[config.mk]
export PLATFORM = sky130hd
export DESIGN_NAME = and_share_arbiter
export DESIGN_NICKNAME = d
export VERILOG_FILES = /design/src/rtl/and_arb_pkg.sv /design/src/rtl/and_share_arbiter_rr_pick.sv /design/src/rtl/and_share_arbiter.sv
export SDC_FILE = /design/constraint.sdc
export NUM_CORES = 1
export LEC_CHECK = 0
export ABC_AREA = 1
export CAP_MARGIN = 20
export CORE_AREA = 2 2 116 118
export DETAILED_ROUTE_END_ITERATION = 10
export DIE_AREA = 0 0 118 120
export PLACE_DENSITY = 0.74
export SYNTH_ARGS = -nofsm -noshare
export SYNTH_HDL_FRONTEND = slang
export SYNTH_SLANG_ARGS = --single-unit
[constraint.sdc]
create_clock -name clk -period 3.05 [get_ports clk]
set_clock_uncertainty 0.2 [all_clocks]
set_input_delay 0.61 -clock clk [delete_from_list [all_inputs] [get_ports clk]]
set_output_delay 0.61 -clock clk [all_outputs]
set_load 0.005 [all_outputs]
[src/rtl/and_arb_pkg.sv]
// Shared encodings for the and_share_arbiter slice: result-register state and
// the logic operation selector used when AND_ARB_LOGIC_OP_EN is defined.
package and_arb_pkg;

    typedef enum logic {
        ST_EMPTY = 1'b0,
        ST_FULL  = 1'b1
    } state_t;

    typedef enum logic [1:0] {
        OP_AND = 2'b00,
        OP_OR  = 2'b01,
        OP_XOR = 2'b10,
        OP_NOR = 2'b11
    } op_t;

endpackage

[src/rtl/and_share_arbiter_rr_pick.sv]
// Round-robin picker: rotates req by ptr and priority-scans from the pointer,
// returning a one-hot grant and the absolute index of the winner.
module rr_pick #(
    parameter int N_REQ = 4,
    parameter int ID_W  = $clog2(N_REQ)
) (
    input  logic [N_REQ-1:0] req,
    input  logic [ID_W-1:0]  ptr,
    output logic [N_REQ-1:0] gnt,
    output logic [ID_W-1:0]  idx,
    output logic             any
);

    logic [N_REQ-1:0] rot;
    logic [ID_W-1:0]  off;
    logic [ID_W:0]    sum;

    // Shifting the doubled vector right by ptr gives req rotated so ptr sits at bit 0.
    assign rot = N_REQ'({req, req} >> ptr);

    always_comb begin
        any = 1'b0;
        off = '0;
        for (int unsigned i = 0; i < N_REQ; i++) begin
            if (!any && rot[i]) begin
                any = 1'b1;
                off = ID_W'(i);
            end
        end
        sum = {1'b0, ptr} + {1'b0, off};
        if (sum >= (ID_W+1)'(N_REQ))
            sum = sum - (ID_W+1)'(N_REQ);
        idx = sum[ID_W-1:0];
        gnt = any ? (N_REQ'(1) << idx) : '0;
    end

endmodule

[src/rtl/and_share_arbiter.sv]
// Shares one registered bitwise logic unit among N_REQ requesters, round-robin.
// Define AND_ARB_LOGIC_OP_EN to add per-requester op_in (AND/OR/XOR/NOR select).
module and_share_arbiter
    import and_arb_pkg::*;
#(
    parameter int N_REQ = 4,
    parameter int WIDTH = 32,
    parameter int ID_W  = $clog2(N_REQ)
) (
    input  logic                   clk,
    input  logic                   reset_n,
    input  logic [N_REQ-1:0]       req,
    input  logic [N_REQ*WIDTH-1:0] a_in,
    input  logic [N_REQ*WIDTH-1:0] b_in,
`ifdef AND_ARB_LOGIC_OP_EN
    input  logic [N_REQ*2-1:0]     op_in,
`endif
    output logic [N_REQ-1:0]       gnt,
    output logic                   out_valid,
    output logic [WIDTH-1:0]       out_data,
    output logic [ID_W-1:0]        out_id,
    input  logic                   out_ready
);

    state_t           state;
    logic [ID_W-1:0]  ptr;
    logic [N_REQ-1:0] pick_gnt;
    logic [ID_W-1:0]  pick_idx;
    logic             pick_any;
    logic             acc;
    logic [WIDTH-1:0] opa;
    logic [WIDTH-1:0] opb;
    logic [WIDTH-1:0] alu_res;

    rr_pick #(
        .N_REQ (N_REQ),
        .ID_W  (ID_W)
    ) u_rr_pick (
        .req (req),
        .ptr (ptr),
        .gnt (pick_gnt),
        .idx (pick_idx),
        .any (pick_any)
    );

    // reset_n gates acc so gnt is forced low while reset is asserted.
    assign acc = reset_n && ((state == ST_EMPTY) || (out_valid && out_ready));
    assign gnt = acc ? pick_gnt : '0;

    always_comb begin
        opa = a_in[int'(pick_idx)*WIDTH +: WIDTH];
        opb = b_in[int'(pick_idx)*WIDTH +: WIDTH];
`ifdef AND_ARB_LOGIC_OP_EN
        case (op_t'(op_in[int'(pick_idx)*2 +: 2]))
            OP_AND:  alu_res = opa & opb;
            OP_OR:   alu_res = opa | opb;
            OP_XOR:  alu_res = opa ^ opb;
            OP_NOR:  alu_res = ~(opa | opb);
            default: alu_res = opa & opb;
        endcase
`else
        alu_res = opa & opb;
`endif
    end

    always_ff @(posedge clk) begin
        if (!reset_n) begin
            state     <= ST_EMPTY;
            out_valid <= 1'b0;
            out_data  <= '0;
            out_id    <= '0;
            ptr       <= '0;
        end else if (acc && pick_any) begin
            state     <= ST_FULL;
            out_valid <= 1'b1;
            out_data  <= alu_res;
            out_id    <= pick_idx;
            ptr       <= (pick_idx == ID_W'(N_REQ-1)) ? '0 : pick_idx + 1'b1;
        end else if (acc) begin
            state     <= ST_EMPTY;
            out_valid <= 1'b0;
        end
    end

endmodule
==> impl_results.html, run 1 <==
<table>
<tr><th>Metric</th><th>Value</th></tr>
<tr><th colspan="2">Run status</th></tr>
<tr><td>Result of the run</td><td>finished, violations left</td></tr>
<tr><td>Violated checks</td><td>negative setup slack</td></tr>
<tr><th colspan="2">Setup path</th></tr>
<tr><td>CP Class</td><td>input pin to output port</td></tr>
<tr><td>Critical path fanouts, max</td><td>3</td></tr>
<tr><td>Required time at the endpoint of the critical path</td><td>2240 ps</td></tr>
<tr><td>Category of the worst setup path launch point</td><td>input pin</td></tr>
<tr><td>WP data arrival</td><td>2250 ps</td></tr>
<tr><td>Kind of end point of the critical path</td><td>output port</td></tr>
<tr><th colspan="2">Die</th></tr>
<tr><td>I/O pins</td><td>302</td></tr>
<tr><td>Initial core utilization</td><td>0.2321</td></tr>
<tr><td>DIE WIDTH</td><td>118 um</td></tr>
<tr><td>Number of standard-cell rows in the floorplan</td><td>42</td></tr>
<tr><td>Core Area</td><td>0.01298 mm2</td></tr>
<tr><td>Overall die area</td><td>0.01416 mm2</td></tr>
<tr><td>Die outline height</td><td>120 um</td></tr>
<tr><th colspan="2">STA</th></tr>
<tr><td>RSZ-0062 raised after global routing</td><td>yes</td></tr>
<tr><td>Least-Margin Pin Slew</td><td>410.5 ps</td></tr>
<tr><td>Min Tclk post-route</td><td>3060 ps</td></tr>
<tr><td>Headroom to the max-slew limit</td><td>0.7264</td></tr>
<tr><td>FMAX</td><td>0.3268 GHz</td></tr>
<tr><td>Worst Slack Setup Final</td><td>-9.906 ps</td></tr>
<tr><td>Final setup fails</td><td>2</td></tr>
<tr><td>Share of the clock period used by the worst path</td><td>1.003</td></tr>
<tr><td>Number of failing hold endpoints at the final stage</td><td>0</td></tr>
<tr><td>Total negative setup slack</td><td>-13.64 ps</td></tr>
<tr><td>Pins Over Slew Limit</td><td>0</td></tr>
<tr><th colspan="2">CTS</th></tr>
<tr><td>Clock sink count</td><td>37</td></tr>
<tr><td>Cts bufs inserted</td><td>5</td></tr>
<tr><td>Clk_lat worst skew</td><td>270 ps</td></tr>
<tr><td>Max H-tree Level</td><td>2</td></tr>
<tr><td>Clk pin slew, worst setup/hold paths</td><td>60 ps</td></tr>
<tr><td>Clock tree from TritonCTS</td><td>yes</td></tr>
<tr><td>Root buf cell</td><td>clkbuf_16</td></tr>
<tr><td>Maximum clock insertion buffer count</td><td>2</td></tr>
<tr><th colspan="2">Detailed routing</th></tr>
<tr><td>DRC</td><td>0</td></tr>
<tr><td>Wire length per cell</td><td>14.42 um</td></tr>
<tr><td>DRT Wirelength</td><td>14430 um</td></tr>
<tr><td>Initial drt markers</td><td>182</td></tr>
<tr><td>First drt pass iteration count</td><td>4</td></tr>
<tr><td>ANT nets after route</td><td>0</td></tr>
<tr><td>Total number of vias</td><td>4730</td></tr>
<tr><td>Via density per instance</td><td>4.725</td></tr>
<tr><th colspan="2">Global route</th></tr>
<tr><td>Total GRT Usage</td><td>0.1943</td></tr>
<tr><td>Via count of the first global-routing pass</td><td>4718</td></tr>
<tr><td>Overall overflow remaining after global route</td><td>0</td></tr>
<tr><td>Number of antenna violations at the first check in global routing</td><td>0</td></tr>
<tr><td>First-pass GRT wire length</td><td>22650 um</td></tr>
<tr><td>Largest net degree at the start of global routing</td><td>37</td></tr>
<tr><th colspan="2">Synthesis</th></tr>
<tr><td>Number of distinct standard cells referenced by the synthesized netlist</td><td>22</td></tr>
<tr><td>Combined area of all synthesized cells</td><td>0.003013 mm2</td></tr>
<tr><td>Sequential element share of the synthesized area</td><td>0.2458</td></tr>
<tr><td>Synthesized instance count</td><td>509</td></tr>
<tr><td>Number of nets in the synthesized netlist</td><td>775</td></tr>
<tr><td>FF+latch count, synth</td><td>37</td></tr>
<tr><td>Mean Syn Cell Area</td><td>5.919 um2</td></tr>
<tr><td>Ys Warns</td><td>0</td></tr>
<tr><th colspan="2">Finish</th></tr>
<tr><td>Utilization after layout</td><td>0.5165</td></tr>
<tr><td>Final std cells w/o fill</td><td>1001</td></tr>
<tr><td>Share of final-layout standard cells stronger than drive strength 1</td><td>0.1236</td></tr>
<tr><td>Post-route cell area</td><td>0.006704 mm2</td></tr>
<tr><td>Area added between synthesis and finish</td><td>122.5%</td></tr>
<tr><td>Number of diodes added for antenna fixing</td><td>0</td></tr>
<tr><td>NumNets Final</td><td>1091</td></tr>
<tr><th colspan="2">Place</th></tr>
<tr><td>Number of placed cells counting well taps</td><td>977</td></tr>
<tr><td>Area after DPL</td><td>0.006246 mm2</td></tr>
<tr><td>Post-Place Worst Slack</td><td>-823.4 ps</td></tr>
<tr><td>Total half-perimeter wirelength after legalization and detailed placement</td><td>11070 um</td></tr>
<tr><td>Placer Congestion</td><td>0.8018</td></tr>
<tr><td>Number of buffer cells added on primary ports</td><td>301</td></tr>
<tr><th colspan="2">Run</th></tr>
<tr><td>Max Cap Violations</td><td>0</td></tr>
<tr><th colspan="2">Power</th></tr>
<tr><td>PwrDens</td><td>769.5 mW/mm2</td></tr>
<tr><td>Leakage power of the design</td><td>3.032 nW</td></tr>
<tr><td>Peak supply drop</td><td>0.5672 mV</td></tr>
<tr><th colspan="2">Hold path</th></tr>
<tr><td>Path type of the worst min-delay path</td><td>register to register</td></tr>
</table>
## per-layer routing
metal  vias to the layer above  GRT usage  part of all wire
li1                       2362          -                 -
met1                      2118     0.2206              0.40
met2                       231     0.3597              0.51
met3                        19    0.04943             0.076
met4                         0    0.05271             0.017
met5                         -          0                 0
## cell usage in the layout (no fill, tap or decap)
cell type and instances:
a21boi_2 1, a21oi_1 10, buf_12 1, buf_2 8, buf_4 41, buf_6 2, bufbuf_16 1, clkbuf_1 1
clkbuf_16 5, clkbuf_8 1, clkdlybuf4s50_1 293, dfxtp_1 35, dfxtp_4 2, ha_4 3, inv_1 30, inv_2 7
inv_6 1, nand2_1 126, nand2_2 5, nand2_4 6, nand3_1 191, nand3_2 3, nand3_4 4, nand4_1 29
nor2_1 6, nor2_2 4, nor2_4 2, nor3_2 3, o21ai_1 2, or2_2 1, xor2_4 1
## cell families after synthesis
group,count (synthesis),synth area share
AND/OR/NAND/NOR,380,0.5984
adder cells (fa/ha/maj),3,0.01246
AO/OA/AOI/OAI,13,0.02243
buffers and inverters,75,0.1179
XOR/XNOR,1,0.002908
flip-flops,37,0.2458
## Yosys cell counts
cell / count / area [um2]
nand3_1: 196 / 980.9
nand2_1: 133 / 499.2
dfxtp_1: 37 / 740.7
inv_1: 33 / 123.9
nand4_1: 29 / 181.4
clkbuf_1: 12 / 45.04
a21oi_1: 10 / 50.05
buf_4: 10 / 75.07
nor2_1: 10 / 37.54
buf_1: 6 / 22.52
buf_2: 5 / 25.02
inv_2: 5 / 18.77
buf_6: 4 / 45.04
nand2_2: 4 / 25.02
ha_1: 3 / 37.54
nor3_2: 3 / 30.03
nand3_2: 2 / 20.02
nor2_4: 2 / 22.52
o21ai_1: 2 / 10.01
a21boi_0: 1 / 7.510
or2_2: 1 / 6.260
xor2_1: 1 / 8.760
## metrics by stage
| stage | hold slack [ps] | total power [W] |
|---|---|---|
| 5_1_grt | 315.0 | 0.005580 |
| 3_3_place_gp | 277.7 | 0.004034 |
| 3_5_place_dp | 284.8 | 0.004061 |
| 2_1_floorplan | 259.3 | 0.002671 |
| 6_report | 292.5 | 0.005159 |
| 4_1_cts | 295.2 | 0.005003 |
## report_power, final
group / total (W) / switching [W] / internal, W / leakage (nW)
sequential: 0.000758 / 0.000108 / 0.000650 / 0.304
combinational: 0.00389 / 0.00215 / 0.00174 / 2.66
clock: 0.000513 / 0.000192 / 0.000321 / 0.0700
total: 0.00516 / 0.00245 / 0.00271 / 3.03
## layout make-up
class,count,area [um2]
Timing Repair Buffer,346,3356
Tap cell,176,220.2
Inverter,38,147.6
Multi-Input combinational cell,397,2090
Sequential cell,37,748.2
Clock buffer,7,142.6
Fill cell,1292,6276
## repair_timing
item,CTS,global route
cloned,1,0
gates resized for setup,61,20
endpoints found under the setup margin,4,4
buffers inserted,13,3
pin swaps,16,16
hold buffers,0,0
## registers in the layout (all words and copies together), names as in the netlist
signal and count:
state 1, out_id 2, ptr 2, out_data 32
## worst max-delay path, stage by stage
cell and delay [ps]:
buf_2 110, nand2_2 80, nand3_4 100, nand2_4 90, nand3_2 70, a21boi_2 190, ha_4 180, xor2_4 200
inv_2 80, nand3_4 80, nand2_4 80, ha_4 160, inv_2 50, nor2_2 40, buf_2 120
## path summary, 6_finish.rpt
check | from | end | slack, ps | cells after the start
setup / recovery | req[1] | gnt[3] | -10 | 15
setup reg to reg | ptr[0] | out_data[0] | 340 | 15
hold / removal | out_data[8] | out_data[8] | 290 | 2
hold reg to reg | out_data[8] | out_data[8] | 290 | 2
Note: power is estimated with default switching activity, not from simulation.
==> run 2, diff against run 1 <==
PLACE_DENSITY = not set   (was 0.74)
PLACE_DENSITY_LB_ADDON = 0.12   (was not set)
==> run 2 against run 1 <==
The run still ends with negative setup slack left. Global-route usage is 0.80 points higher. Die area unchanged. Final cell count shrank 0.80%. Worst hold slack lost 22 ps. Wire length up 3.0%. Worst setup slack worse by 46 ps. Clock-buffer cell count did not move. Non-clock buffer count is 9 lower. Fmax shrank 1.5%. Sequential power decreased by 0.9%. Utilization shrank 1.2 points. Largest cell class unchanged.
==> impl_results.html, run 2 (synthesized netlist as in run 1, its figures left out) <==
<table>
<tr><th>Metric</th><th>Value</th></tr>
<tr><th colspan="2">Finish</th></tr>
<tr><td>Number of diodes added for antenna fixing</td><td>0</td></tr>
<tr><td>NumNets Final</td><td>1082</td></tr>
<tr><td>Utilization after layout</td><td>0.5041</td></tr>
<tr><td>Leading cell types in the layout, fill and taps excluded</td><td>clkdlybuf4s50_1, nand3_1, nand2_1</td></tr>
<tr><td>Largest register by flop count</td><td>out_data</td></tr>
<tr><td>Share of final-layout standard cells stronger than drive strength 1</td><td>0.1126</td></tr>
<tr><td>Regs by FF count</td><td>out_data: 32 flops, out_id: 2 flops, ptr: 2 flops</td></tr>
<tr><td>Commonest non-fill, non-tap cell in the layout</td><td>clkdlybuf4s50_1</td></tr>
<tr><td>Flip-flop count of the largest register, all copies and words added</td><td>32</td></tr>
<tr><td>Area added between synthesis and finish</td><td>117.2%</td></tr>
<tr><th colspan="2">Setup path</th></tr>
<tr><td>Critical path fanouts, max</td><td>2</td></tr>
<tr><td>Category of the worst setup path launch point</td><td>input pin</td></tr>
<tr><td>WP data arrival</td><td>2300 ps</td></tr>
<tr><td>Number of buffer and inverter instances along the worst setup path</td><td>5</td></tr>
<tr><td>Slowest CP cell</td><td>ha_2</td></tr>
<tr><td>Worst path most repeated cell</td><td>nand3_2</td></tr>
<tr><td>Kind of cell adding the most delay to the critical path</td><td>simple AND/OR/NAND/NOR gates</td></tr>
<tr><td>CP Class</td><td>input pin to output port</td></tr>
<tr><td>Crit path largest cell delay</td><td>210 ps</td></tr>
<tr><td>Required time at the endpoint of the critical path</td><td>2240 ps</td></tr>
<tr><td>Kind of end point of the critical path</td><td>output port</td></tr>
<tr><td>Cells along the critical path</td><td>buf_2 &gt; nand2_4 &gt; nand3_2 &gt; nand2_2 &gt; nand3_2 &gt; a21boi_2 &gt; ha_2 &gt; xor2_2 &gt; inv_1 &gt; nand3_2 &gt; nand2_2 &gt; buf_4 &gt; ha_4 &gt; inv_1 &gt; nor2_1 &gt; buf_2</td></tr>
<tr><th colspan="2">Power</th></tr>
<tr><td>Seq pwr share</td><td>0.151</td></tr>
<tr><td>Leakage power of the design</td><td>2.960 nW</td></tr>
<tr><td>Switching power share of the total</td><td>0.4816</td></tr>
<tr><td>Relative contribution of combinational cells to total power</td><td>0.740</td></tr>
<tr><td>Reported net switching power</td><td>0.002394 W</td></tr>
<tr><td>Share of total power in the clock network</td><td>0.109</td></tr>
<tr><td>Total internal power</td><td>0.002577 W</td></tr>
<tr><td>Peak supply drop</td><td>0.5287 mV</td></tr>
<tr><td>Final Total Pwr</td><td>0.004971 W</td></tr>
<tr><td>PwrDens</td><td>759.6 mW/mm2</td></tr>
<tr><th colspan="2">Detailed routing</th></tr>
<tr><td>Initial drt markers</td><td>129</td></tr>
<tr><td>Total number of vias</td><td>4682</td></tr>
<tr><td>First drt pass iteration count</td><td>5</td></tr>
<tr><td>Wire length per cell</td><td>14.97 um</td></tr>
<tr><td>Via density per instance</td><td>4.715</td></tr>
<tr><td>DRC</td><td>0</td></tr>
<tr><td>ANT nets after route</td><td>0</td></tr>
<tr><td>DRT Wirelength</td><td>14870 um</td></tr>
<tr><th colspan="2">CTS</th></tr>
<tr><td>Clock sink count</td><td>37</td></tr>
<tr><td>Max H-tree Level</td><td>2</td></tr>
<tr><td>Clk_lat worst skew</td><td>270 ps</td></tr>
<tr><td>Maximum clock insertion buffer count</td><td>2</td></tr>
<tr><td>Clock tree from TritonCTS</td><td>yes</td></tr>
<tr><td>Clk pin slew, worst setup/hold paths</td><td>50 ps</td></tr>
<tr><td>Root buf cell</td><td>clkbuf_16</td></tr>
<tr><td>Cts bufs inserted</td><td>5</td></tr>
<tr><th colspan="2">Place</th></tr>
<tr><td>Post-Place Worst Slack</td><td>-892.3 ps</td></tr>
<tr><td>Number of buffer cells added on primary ports</td><td>301</td></tr>
<tr><td>Placer Congestion</td><td>0.8201</td></tr>
<tr><td>Total half-perimeter wirelength after legalization and detailed placement</td><td>11700 um</td></tr>
<tr><th colspan="2">STA</th></tr>
<tr><td>RSZ-0062 raised after global routing</td><td>yes</td></tr>
<tr><td>Pins Over Slew Limit</td><td>0</td></tr>
<tr><td>Final setup fails</td><td>2</td></tr>
<tr><td>Headroom to the max-slew limit</td><td>0.7368</td></tr>
<tr><td>Number of failing hold endpoints at the final stage</td><td>0</td></tr>
<tr><td>Share of the clock period used by the worst path</td><td>1.018</td></tr>
<tr><td>FMAX</td><td>0.3219 GHz</td></tr>
<tr><td>Total negative setup slack</td><td>-99.62 ps</td></tr>
<tr><td>Worst hold slack</td><td>270.6 ps</td></tr>
<tr><td>Worst Slack Setup Final</td><td>-56.34 ps</td></tr>
<tr><td>Min Tclk post-route</td><td>3106 ps</td></tr>
<tr><td>Least-Margin Pin Slew</td><td>394.8 ps</td></tr>
<tr><th colspan="2">Die</th></tr>
<tr><td>Overall die area</td><td>0.01416 mm2</td></tr>
<tr><td>Die outline height</td><td>120 um</td></tr>
<tr><td>DIE WIDTH</td><td>118 um</td></tr>
<tr><td>I/O pins</td><td>302</td></tr>
<tr><td>Initial core utilization</td><td>0.2321</td></tr>
<tr><td>Core Area</td><td>0.01298 mm2</td></tr>
<tr><td>Number of standard-cell rows in the floorplan</td><td>42</td></tr>
<tr><th colspan="2">Run</th></tr>
<tr><td>Max Cap Violations</td><td>0</td></tr>
<tr><th colspan="2">Global route</th></tr>
<tr><td>Overall overflow remaining after global route</td><td>0</td></tr>
<tr><td>First-pass GRT wire length</td><td>23320 um</td></tr>
<tr><td>Total GRT Usage</td><td>0.2023</td></tr>
<tr><td>Number of antenna violations at the first check in global routing</td><td>0</td></tr>
<tr><td>Largest net degree at the start of global routing</td><td>37</td></tr>
<tr><td>Via count of the first global-routing pass</td><td>4809</td></tr>
<tr><th colspan="2">Run status</th></tr>
<tr><td>Result of the run</td><td>finished, violations left</td></tr>
<tr><td>Violated checks</td><td>negative setup slack</td></tr>
<tr><th colspan="2">Hold path</th></tr>
<tr><td>Path type of the worst min-delay path</td><td>register to register</td></tr>
</table>
-- run 2: changes by cell type in the layout (fill, tap and decap cells not counted), moves of 2 or more --
cell     before  now
buf_4        41   35
inv_1        30   32
inv_2         7    5
nand2_2       5    8
nand2_4       6    2
nand3_2       3    7
nand3_4       4    1
-- run 2: what timing repair did --
item	CTS	global route
gates resized for setup	49	15
endpoints found under the setup margin	10	4
hold buffers	0	0
setup buffers	8	3
gates cloned	0	0
pin swaps	12	14
-- run 2: path summary, 6_finish.rpt --
path                 endpoint         from  slack [ps]  cells past startpoint
setup / recovery       gnt[2]       req[0]         -60                     16
hold / removal    out_data[8]  out_data[8]         270                      2
setup reg to reg  out_data[0]       ptr[0]         300                     17
hold reg to reg   out_data[8]  out_data[8]         270                      2
-- run 2: worst min-delay path, cell delays in order (launching register included) --
cell     delay [ps]
dfxtp_1         300
nand3_1          70
nand2_1          50
-- run 2: layout make-up --
| type | instances | area, um2 |
|---|---|---|
| clock inverter | 1 | 5.005 |
| clock buffer | 7 | 152.6 |
| sequential | 37 | 745.7 |
| timing repair buffer | 337 | 3247 |
| tap | 176 | 220.2 |
| multi-input combinational | 397 | 2026 |
| fill | 1281 | 6436 |
| inverter | 38 | 147.6 |
-- run 2: metal layers --
layer	up-vias	global-route usage	part of all wire
li1	2342	-	-
met2	206	0.3928	0.52
met4	0	0.05120	0.017
met1	2114	0.2162	0.39
met5	-	0	0
met3	20	0.05181	0.072
-- run 2: power groups by stage --
stage               clock network [W]  logic, W  registers, W
global route                 0.000581   0.00406      0.000770
CTS                          0.000554   0.00362      0.000745
finish                       0.000540   0.00368      0.000751
global placement                    0   0.00334      0.000739
floorplan                           0   0.00192      0.000750
detailed placement                  0   0.00343      0.000746
-- run 2: through the flow --
step,std cells,instance area [um2]
floorplan,509,3014
global placement,975,6231
detailed placement,975,6231
CTS,991,6485
global route,993,6544
finish,993,6544
